<file path="src/rtl/pz_pkg.sv">
// Shared definitions for the processor-Z program loader.
// Contents: loader state encoding, word/address geometry, and a few
// opcode constants that benches use to build instruction streams.
package pz_pkg;

    localparam int PZ_ADDR_W         = 9;
    localparam int PZ_WORD_W         = 32;
    localparam int PZ_BYTES_PER_WORD = 4;

    // Opcode constants for building test programs.
    localparam logic [7:0] PZ_IRMOV = 8'h10;
    localparam logic [3:0] PZ_ALU   = 4'h2;

    typedef enum logic [1:0] {
        ST_LOAD  = 2'd0,
        ST_WRITE = 2'd1,
        ST_RUN   = 2'd2,
        ST_ERROR = 2'd3
    } loader_state_e;

endpackage

</file>
<file path="src/rtl/program_loader_if.sv">
// Bus bundle between a byte source / processor and the program loader.
// Ports (loader view, modport slave):
//   in   in_valid, in_data[7:0], in_last, restart
//   out  in_ready, addr[ADDR_W-1:0], wr, wdata[DATA_W-1:0], working,
//        word_count[ADDR_W:0], err
// modport master is the mirror image, used by the source/processor side.
interface program_loader_if #(
    parameter int ADDR_W = 9,
    parameter int DATA_W = 32
);
    logic              in_valid;
    logic [7:0]        in_data;
    logic              in_last;
    logic              restart;
    logic              in_ready;
    logic [ADDR_W-1:0] addr;
    logic              wr;
    logic [DATA_W-1:0] wdata;
    logic              working;
    logic [ADDR_W:0]   word_count;
    logic              err;

    modport slave (
        input  in_valid, in_data, in_last, restart,
        output in_ready, addr, wr, wdata, working, word_count, err
    );

    modport master (
        output in_valid, in_data, in_last, restart,
        input  in_ready, addr, wr, wdata, working, word_count, err
    );
endinterface

</file>
<file path="src/rtl/byte_packer.sv">
// Big-endian byte-to-word packer: a 4-byte shift register and a 2-bit
// byte counter.
// Ports:
//   clock_i, reset_i  clock, async active-high reset
//   clear_i           synchronous clear of word and counter (dominates shift)
//   shift_i           shift byte_i into the low byte of the word
//   byte_i[7:0]       incoming byte
//   word_o            assembled word (first byte ends up in the top byte)
//   full_o            the next shifted byte completes the word
module byte_packer
    import pz_pkg::*;
#(
    parameter int DATA_W = PZ_WORD_W
) (
    input  logic              clock_i,
    input  logic              reset_i,
    input  logic              clear_i,
    input  logic              shift_i,
    input  logic [7:0]        byte_i,
    output logic [DATA_W-1:0] word_o,
    output logic              full_o
);

    logic [DATA_W-1:0] word_q;
    logic [1:0]        count_q;

    // Shift register and byte counter; the counter wraps 3 -> 0 on the 4th byte.
    always_ff @(posedge clock_i or posedge reset_i) begin
        if (reset_i) begin
            word_q  <= {DATA_W{1'b0}};
            count_q <= 2'd0;
        end else if (clear_i) begin
            word_q  <= {DATA_W{1'b0}};
            count_q <= 2'd0;
        end else if (shift_i) begin
            word_q  <= {word_q[DATA_W-9:0], byte_i};
            count_q <= count_q + 2'd1;
        end else begin
            word_q  <= word_q;
            count_q <= count_q;
        end
    end

    assign word_o = word_q;
    assign full_o = (count_q == 2'd3);

endmodule

</file>
<file path="src/rtl/program_loader.sv">
// Boot-time writer for processor Z's instruction RAM. Packs a byte stream
// into 32-bit big-endian words, writes them to consecutive addresses from 0
// and raises working once the word carrying in_last has been stored.
// Ports:
//   clock  single clock, rising edge
//   reset  async active-high, returns to LOAD
//   bus    program_loader_if.slave (byte handshake in, RAM write + status out)
module program_loader
    import pz_pkg::*;
#(
    parameter int ADDR_W = PZ_ADDR_W,
    parameter int DATA_W = PZ_WORD_W
) (
    input  logic             clock,
    input  logic             reset,
    program_loader_if.slave  bus
);

    localparam logic [ADDR_W-1:0] ADDR_MAX = {ADDR_W{1'b1}};
    localparam logic [ADDR_W-1:0] ADDR_ONE = {{(ADDR_W-1){1'b0}}, 1'b1};
    localparam logic [ADDR_W:0]   CNT_ONE  = {{ADDR_W{1'b0}}, 1'b1};

    loader_state_e     state_q, state_d;
    logic [ADDR_W-1:0] addr_q;
    logic [ADDR_W:0]   word_count_q;
    logic              last_q;
    logic              wr_q, wr_d;
    logic              working_q, working_d;
    logic              err_q, err_d;
    logic              ready_s;
    logic              accept_s;
    logic              full_s;
    logic [DATA_W-1:0] word_s;

    // restart blocks acceptance in its own cycle so no byte is lost or merged.
    assign ready_s  = (state_q == ST_LOAD) && !bus.restart;
    assign accept_s = bus.in_valid && ready_s;

    byte_packer #(.DATA_W(DATA_W)) u_packer (
        .clock_i (clock),
        .reset_i (reset),
        .clear_i (bus.restart),
        .shift_i (accept_s),
        .byte_i  (bus.in_data),
        .word_o  (word_s),
        .full_o  (full_s)
    );

    // State register plus registered status strobes.
    always_ff @(posedge clock or posedge reset) begin
        if (reset) begin
            state_q   <= ST_LOAD;
            wr_q      <= 1'b0;
            working_q <= 1'b0;
            err_q     <= 1'b0;
        end else begin
            state_q   <= state_d;
            wr_q      <= wr_d;
            working_q <= working_d;
            err_q     <= err_d;
        end
    end

    // Next-state logic; restart overrides every state.
    always_comb begin
        state_d = state_q;
        if (bus.restart) begin
            state_d = ST_LOAD;
        end else begin
            case (state_q)
                ST_LOAD: begin
                    if (accept_s && full_s) begin
                        state_d = ST_WRITE;
                    end else if (accept_s && bus.in_last) begin
                        // in_last before the 4th byte: framing error
                        state_d = ST_ERROR;
                    end else begin
                        state_d = ST_LOAD;
                    end
                end
                ST_WRITE: begin
                    if (last_q) begin
                        state_d = ST_RUN;
                    end else if (addr_q == ADDR_MAX) begin
                        state_d = ST_ERROR;
                    end else begin
                        state_d = ST_LOAD;
                    end
                end
                ST_RUN:   state_d = ST_RUN;
                ST_ERROR: state_d = ST_ERROR;
                default:  state_d = ST_LOAD;
            endcase
        end
    end

    // Output decode from the next state, so the strobes are registered.
    always_comb begin
        wr_d      = 1'b0;
        working_d = 1'b0;
        err_d     = 1'b0;
        case (state_d)
            ST_WRITE: wr_d      = 1'b1;
            ST_RUN:   working_d = 1'b1;
            ST_ERROR: err_d     = 1'b1;
            ST_LOAD:  wr_d      = 1'b0;
            default:  wr_d      = 1'b0;
        endcase
    end

    // Address, word counter and the in_last flag of the word being written.
    always_ff @(posedge clock or posedge reset) begin
        if (reset) begin
            addr_q       <= {ADDR_W{1'b0}};
            word_count_q <= {(ADDR_W+1){1'b0}};
            last_q       <= 1'b0;
        end else if (bus.restart) begin
            addr_q       <= {ADDR_W{1'b0}};
            word_count_q <= {(ADDR_W+1){1'b0}};
            last_q       <= 1'b0;
        end else begin
            if (accept_s && full_s) begin
                last_q <= bus.in_last;
            end else begin
                last_q <= last_q;
            end
            if (state_q == ST_WRITE) begin
                word_count_q <= word_count_q + CNT_ONE;
                // Overflow check precedes the increment: the top address never wraps.
                if (!last_q && (addr_q != ADDR_MAX)) begin
                    addr_q <= addr_q + ADDR_ONE;
                end else begin
                    addr_q <= addr_q;
                end
            end else begin
                word_count_q <= word_count_q;
                addr_q       <= addr_q;
            end
        end
    end

    assign bus.in_ready   = ready_s;
    assign bus.addr       = addr_q;
    assign bus.wr         = wr_q;
    assign bus.wdata      = word_s;
    assign bus.working    = working_q;
    assign bus.word_count = word_count_q;
    assign bus.err        = err_q;

endmodule
</file>
<file path="src/flat_wrapper.sv">
// flat-port wrapper written by rule: the top's interface ports become plain ports
module program_loader_flat import pz_pkg::*;
#(
    parameter int ADDR_W = PZ_ADDR_W,
    parameter int DATA_W = PZ_WORD_W
)
  (clock, reset, bus_in_valid, bus_in_data, bus_in_last, bus_restart, bus_in_ready, bus_addr, bus_wr, bus_wdata, bus_working, bus_word_count, bus_err);
  program_loader_if #(.ADDR_W(ADDR_W), .DATA_W(DATA_W)) bus_i ();
  input  logic clock;
  input  logic reset;
  input wire logic [$bits(bus_i.in_valid)-1:0] bus_in_valid;
  input wire logic [$bits(bus_i.in_data)-1:0] bus_in_data;
  input wire logic [$bits(bus_i.in_last)-1:0] bus_in_last;
  input wire logic [$bits(bus_i.restart)-1:0] bus_restart;
  output wire logic [$bits(bus_i.in_ready)-1:0] bus_in_ready;
  output wire logic [$bits(bus_i.addr)-1:0] bus_addr;
  output wire logic [$bits(bus_i.wr)-1:0] bus_wr;
  output wire logic [$bits(bus_i.wdata)-1:0] bus_wdata;
  output wire logic [$bits(bus_i.working)-1:0] bus_working;
  output wire logic [$bits(bus_i.word_count)-1:0] bus_word_count;
  output wire logic [$bits(bus_i.err)-1:0] bus_err;
  assign bus_i.in_valid = bus_in_valid;
  assign bus_i.in_data = bus_in_data;
  assign bus_i.in_last = bus_in_last;
  assign bus_i.restart = bus_restart;
  assign bus_in_ready = bus_i.in_ready;
  assign bus_addr = bus_i.addr;
  assign bus_wr = bus_i.wr;
  assign bus_wdata = bus_i.wdata;
  assign bus_working = bus_i.working;
  assign bus_word_count = bus_i.word_count;
  assign bus_err = bus_i.err;
  program_loader #(.ADDR_W(ADDR_W), .DATA_W(DATA_W)) u_core (.clock(clock), .reset(reset), .bus(bus_i));
endmodule
</file>
<file path="config.mk">
export PLATFORM = sky130hd
export DESIGN_NAME = program_loader_flat
export DESIGN_NICKNAME = d
export VERILOG_FILES = /design/src/rtl/pz_pkg.sv /design/src/rtl/program_loader_if.sv /design/src/rtl/byte_packer.sv /design/src/rtl/program_loader.sv /design/src/flat_wrapper.sv
export SDC_FILE = /design/constraint.sdc
export NUM_CORES = 1
export LEC_CHECK = 0
export ABC_CLOCK_PERIOD_IN_PS = 1800
export CAP_MARGIN = 20
export CORE_UTILIZATION = 30
export CTS_CLUSTER_DIAMETER = 40
export DETAILED_ROUTE_END_ITERATION = 16
export GPL_TIMING_DRIVEN = 0
export SETUP_SLACK_MARGIN = 0.15
export SLEW_MARGIN = 10
export SYNTH_ARGS = -nofsm -noshare
export SYNTH_HDL_FRONTEND = slang
export SYNTH_SLANG_ARGS = --single-unit
</file>
<file path="constraint.sdc">
create_clock -name clock -period 1.8 [get_ports clock]
set_input_delay 0.36 -clock clock [delete_from_list [all_inputs] [get_ports clock]]
set_output_delay 0.36 -clock clock [all_outputs]
set_load 0.01 [all_outputs]
</file>
## After elaboration in Yosys (flattened, before gate mapping)

Cells that the tools add are included.

| word-level totals | value |
|---|---|
| bits in registers | 59 |

| operators by class | value |
|---|---|
| add/sub/neg operators | 3 |
| reductions and logical operators | 13 |
| muxes and demuxes | 20 |
| equality and inequality tests | 9 |

Operator list:

| operator | number |
|---|---|
| 32-bit 2-to-1 mux | 2 |
| 9-bit 2-to-1 mux | 3 |
| 10-bit 2-to-1 mux | 2 |
| 2-bit 2-to-1 mux | 7 |
| 10-bit by 1-bit adder with 10-bit output (second input constant) | 1 |
| 2-bit == test (second input constant) | 5 |
| 9-bit by 1-bit adder with 9-bit output (second input constant) | 1 |
| 9-bit == test (second input constant) | 1 |
| 9-bit inequality test (second input constant) | 1 |
| 2-bit one-hot mux with 4 select lines | 1 |
| 2-bit nonzero test | 4 |
| 1-bit logical AND | 5 |
| 1-bit 2-to-1 mux | 5 |
| 2-bit by 1-bit == test with 1-bit output (second input constant) | 2 |
| 2-bit by 1-bit adder with 2-bit output (second input constant) | 1 |
| 1-bit logical NOT | 2 |
| 2-bit logical NOT | 1 |
| 2-bit AND reduction | 1 |

## Longest topological paths before layout

| logic depth | value |
|---|---|
| word-level depth | 10 |
| gate-level depth with buffers | 8 |
| gate-level depth less buffers | 8 |

## By module

From an unflattened synthesis, not the netlist that was laid out.

| second synthesis, totals | value |
|---|---|
| cells, all modules | 243 |
| area, all modules | 2685.1 µm² |

Modules (own cells, without submodules):

| module | cells an instance | instances | area each (µm²) | sequential area each (µm²) |
|---|---|---|---|---|
| byte_packer | 112 | 1 | 1422.6 | 850.8 |
| program_loader | 131 | 1 | 1262.5 | 625.6 |

## Worst setup path before layout

Ideal clock, no wire load.

| timing | value |
|---|---|
| path kind | register to register |
| from | register u_core.addr_q[0] (netlist: u_core.bus.addr[0]) |
| to | register u_core.addr_q[6] (netlist: u_core.bus.addr[6]) |
| stages on the path, launching flop included | 9 |
| slack | -0.156 ns |
| data required time | 1.668 ns |
| setup time | 0.132 ns |
| arrival | 1.824 ns |
| cell sequence | dfrtp_1 -> ha_1 -> nand2_1 -> nor3_1 -> ha_1 -> or4b_4 -> nor3_2 -> xnor2_1 -> nor2_1 |

| on the way | value |
|---|---|
| longest elaborated chain between the ends | 4 |
| elaborated cells between the ends (all ways) | 8 |

RTL lines:

| what | line | RTL |
|---|---|---|
| start: declaration | program_loader.sv:24 | `logic [ADDR_W-1:0] addr_q;` |
| start signal: assignment | program_loader.sv:114 | `addr_q <= {ADDR_W{1'b0}};` |
| start signal: assignment | program_loader.sv:118 | `addr_q <= {ADDR_W{1'b0}};` |
| start signal: assignment | program_loader.sv:131 | `addr_q <= addr_q + ADDR_ONE;` |
| 9-bit by 1-bit adder with 9-bit output / 9-bit inequality test (equally long branches) | program_loader.sv:131, program_loader.sv:130 |  |
| 9-bit 2-to-1 mux / 1-bit logical AND (equally long branches) | program_loader.sv:130 | `if (!last_q && (addr_q != ADDR_MAX)) begin` |
| 9-bit 2-to-1 mux / 2-bit nonzero test (equally long branches) | n/a |  |
| 9-bit 2-to-1 mux / 2-bit AND reduction (equally long branches) | n/a |  |

Several ways; a longest one is shown, not always the timed one. The select of a mux whose other input is x is not followed.
A chain may end at the register's enable or synchronous reset.

## Worst setup path in the final report

Same ends and word-level chain as after synthesis.

==> impl_metrics.env <==
export IMPL_crit_chain="ha_4 > nand2_4 > nor3_2 > ha_2 > or4b_4 > nor3_4 > xnor2_1 > nor2_1"
export IMPL_relSlewSlack_pct=57.3
export IMPL_finalCritPeriodShare_pct=103
export IMPL_p_int_mw=2.36
export IMPL_cp_max_fo=3
export IMPL_synth_warnings=0
export IMPL_grt_pass1_vias=2240
export IMPL_seq_power_share_pct=45.5
export IMPL_rsz0062_at_grt="yes"
export IMPL_cap_violations=0
export IMPL_synth_seq_cells=59
export IMPL_status="finished, violations left"
export IMPL_grt_max_degree=33
export IMPL_rr_startpoint="u_core.bus.addr[0]"
export IMPL_nets=380
export IMPL_p_comb_share_pct=17.7
export IMPL_cts_sinks=59
export IMPL_io_buffers=67
export IMPL_wl_per_cell_um=14.3
export IMPL_gp_congestion=0.745
export IMPL_dr_pass1_iters=5
export IMPL_clock_latency_ns=0.34
export IMPL_ys_seq_area_share_pct=56.2
export IMPL_clkTransAtPathRegs_ns=0.07
export IMPL_synth_fp_nets=280
export IMPL_synthFlopType="dfrtp_1"
export IMPL_hold_depth=3
export IMPL_vias_per_cell=4.73
export IMPL_period_needed_ns=1.86
export IMPL_antenna_found_initial=0
export IMPL_n_antenna_cell=0
export IMPL_p_sw_share_pct=27.0
export IMPL_grt_pass1_wl_mm=11.0
export IMPL_yosysTopAreaCell="dfrtp_1"
export IMPL_initial_utilization_pct=31.5
export IMPL_slew_violations=0
export IMPL_ios=68
export IMPL_final_antenna_net_count=0
export IMPL_vias=2236
export IMPL_setup_worst_path_class="flip-flop to flip-flop"
export IMPL_synthTopCellsByArea="dfrtp_1 56%, nand2b_1 8.1%, o21ai_0 6.5%"
export IMPL_hp_class="input pin to flip-flop"
export IMPL_die_h_um=95.6
export IMPL_syn_inst=263
export IMPL_synth_top_cell_area_share_pct=56.2
export IMPL_grt_overflow_total=0
export IMPL_required_ns=2.01
export IMPL_clockBufferDepth=2
export IMPL_pre_cts_ws_ns=-0.594
export IMPL_cpPeakStageDelay_ns=0.51
export IMPL_p_leak_nw=2.01
export IMPL_async_flop_share_pct=100
export IMPL_worstMarginPinSlew_ns=0.639
export IMPL_start_kind="flip-flop"
export IMPL_powerDensity_nw_per_um2=827
export IMPL_rows=33
export IMPL_dieArea_um2=9140
export IMPL_min_from="bus_in_valid"
export IMPL_area_growth_pct=48.8
export IMPL_regToRegSetupSlack_ns=-0.06
export IMPL_power_switching_uw=874
export IMPL_cpMaxStageDelayCell="or4b_4"
export IMPL_synth_edf_count=0
export IMPL_setup_viol=2
export IMPL_setup_slack_ns=-0.0561
export IMPL_post_route_util_pct=46.9
export IMPL_drt_iter0_drc=75
export IMPL_rr_worst_depth=8
export IMPL_critPathArrivalTime_ns=2.06
export IMPL_syn_area_um2=2630
export IMPL_drive_above_1_share_pct=17.9
export IMPL_grt_usage_pct=16.2
export IMPL_htreeDepth=3
export IMPL_dp_hpwl_mm=4.45
export IMPL_cp_end_kind="flip-flop"
export IMPL_irDropWorstVdd_v=0.000382
export IMPL_pwr_share_clk_pct=36.8
export IMPL_hold_viol_final=0
export IMPL_postRouteWirelength_mm=6.75
export IMPL_cts_buffers=9
export IMPL_drcViolationCount=0
export IMPL_cts_tree="yes"
export IMPL_fmax_ghz=0.539
export IMPL_clock_skew_ns=0.00714
export IMPL_violations="setup timing"
export IMPL_whs_endpoint="u_core.state_q[1]"
export IMPL_p_total_mw=3.23
export IMPL_ctsRootBufferMaster="clkbuf_8"
export IMPL_syn_area_per_cell_um2=9.99
export IMPL_synth_distinct_cells=30
export IMPL_r2r_end="u_core.bus.addr[6]"
export IMPL_core_um2=8340
export IMPL_fp_dieW_um=95.6
-- registers in the layout (all words and copies together), names as in the netlist --
signal / flops
u_core.bus.err: 1
u_core.bus.addr: 9
u_core.u_packer.count_q: 2
u_core.bus.word_count: 10
u_core.u_packer.word_o: 32
u_core.last_q: 1
u_core.bus.working: 1
u_core.bus.wr: 1
u_core.state_q: 2
-- worst max-delay path, delay by kind of cell, from the launching register on --
kind          cells  cell delay (ns)
xor+xnor          1             0.13
fa+ha+maj         2             0.39
flops             1             0.41
simple gates      5             0.79
-- final cells by class --
type	instances	area (µm²)
Clock inverter	2	35.0
Clock buffer	14	153
Inverter	1	7.51
Buffer	14	92.6
Fill cell	820	4430
Tap cell	105	131
Timing Repair Buffer	89	831
Sequential cell	59	1480
Multi-Input combinational cell	189	1180
-- stage by stage --
stage                     setup TNS (ns)  area, µm²  hold WS (ns)  cells
after floorplan                   -0.254       2640         0.460    263
after global placement            -15.88       3440         0.497    435
after detailed placement          -18.15       3460         0.504    436
after CTS                         -0.100       3780         0.464    467
after global routing              -0.567       3910         0.428    473
final                            -0.0638       3910         0.416    473
-- metal layers --
layer  up-vias  global-route usage [%]  wire, µm
met1      1085                    20.3      3040
met4         0                    5.22        85
met2        69                    25.5      3110
met3        11                    6.62       510
met5         -                       0         0
li1       1071                       -         -
-- timing repair --
| item | CTS | global route |
|---|---|---|
| gates resized for setup | 50 | 36 |
| hold endpoints to repair | 0 | 0 |
| endpoints found under the setup margin | 95 | 51 |
| buffers inserted | 15 | 6 |
| pin swaps | 8 | 9 |
| hold buffers | 0 | 0 |
-- placed cells by master, fill, tap and decap left out, types with 11 or more instances in the layout --
cell	instances
buf_4	18
dfrtp_1	56
nand2_1	42
o21ai_0	34
clkbuf_8	11
nand2b_1	34
clkdlybuf4s50_1	23
xor2_1	13
nor2_1	20
dlygate4sd2_1	33
-- synth_stat cells (2+ instances only) --
library cell and n:
and4b_1 2, o21ai_0 34, nor2_1 20, a21oi_1 4
buf_2 5, dfrtp_1 59, nand2_1 45, nand3_1 4
ha_1 4, clkbuf_1 9, nor3_1 2, nor2b_1 2
xnor2_1 3, a211oi_1 2, and3_1 2, xor2_1 13
nand4_1 5, nand2b_1 34, mux2i_1 2, and2_1 2
-- how the worst max path moves through the flow --
stage,from,slack (ns),to,cells after the start
floorplan,u_core.bus.addr[0],-0.07,u_core.bus.addr[5],8
global placement,bus_restart,-0.59,bus_in_ready,4
detailed placement,bus_restart,-0.59,bus_in_ready,4
CTS,u_core.bus.addr[1],-0.08,u_core.bus.addr[6],8
global route,u_core.bus.addr[0],-0.12,u_core.bus.addr[6],8
finish,u_core.bus.addr[0],-0.06,u_core.bus.addr[6],8
-- cell families (layout without fill, tap and decap cells) --
family,Yosys count,in the layout,share of synthesized area (%)
and+or+nand+nor,125,125,25.1
buffers and inverters,15,120,2.38
AOI/OAI and AO/OA,42,42,8.29
adders and majority gates,4,4,1.90
xor gates and xnor gates,16,16,5.33
DFF,59,59,56.2
muxes,2,2,0.762
-- power by group through the flow --
stage	combinational, mW	clock (mW)	sequential [mW]
finish	0.571	1.19	1.47
CTS	0.527	1.23	1.47
detailed placement	0.489	0	1.49
global route	0.632	1.28	1.48
global placement	0.476	0	1.49
floorplan	0.235	0	1.50
(Power assumes the default switching activity.)
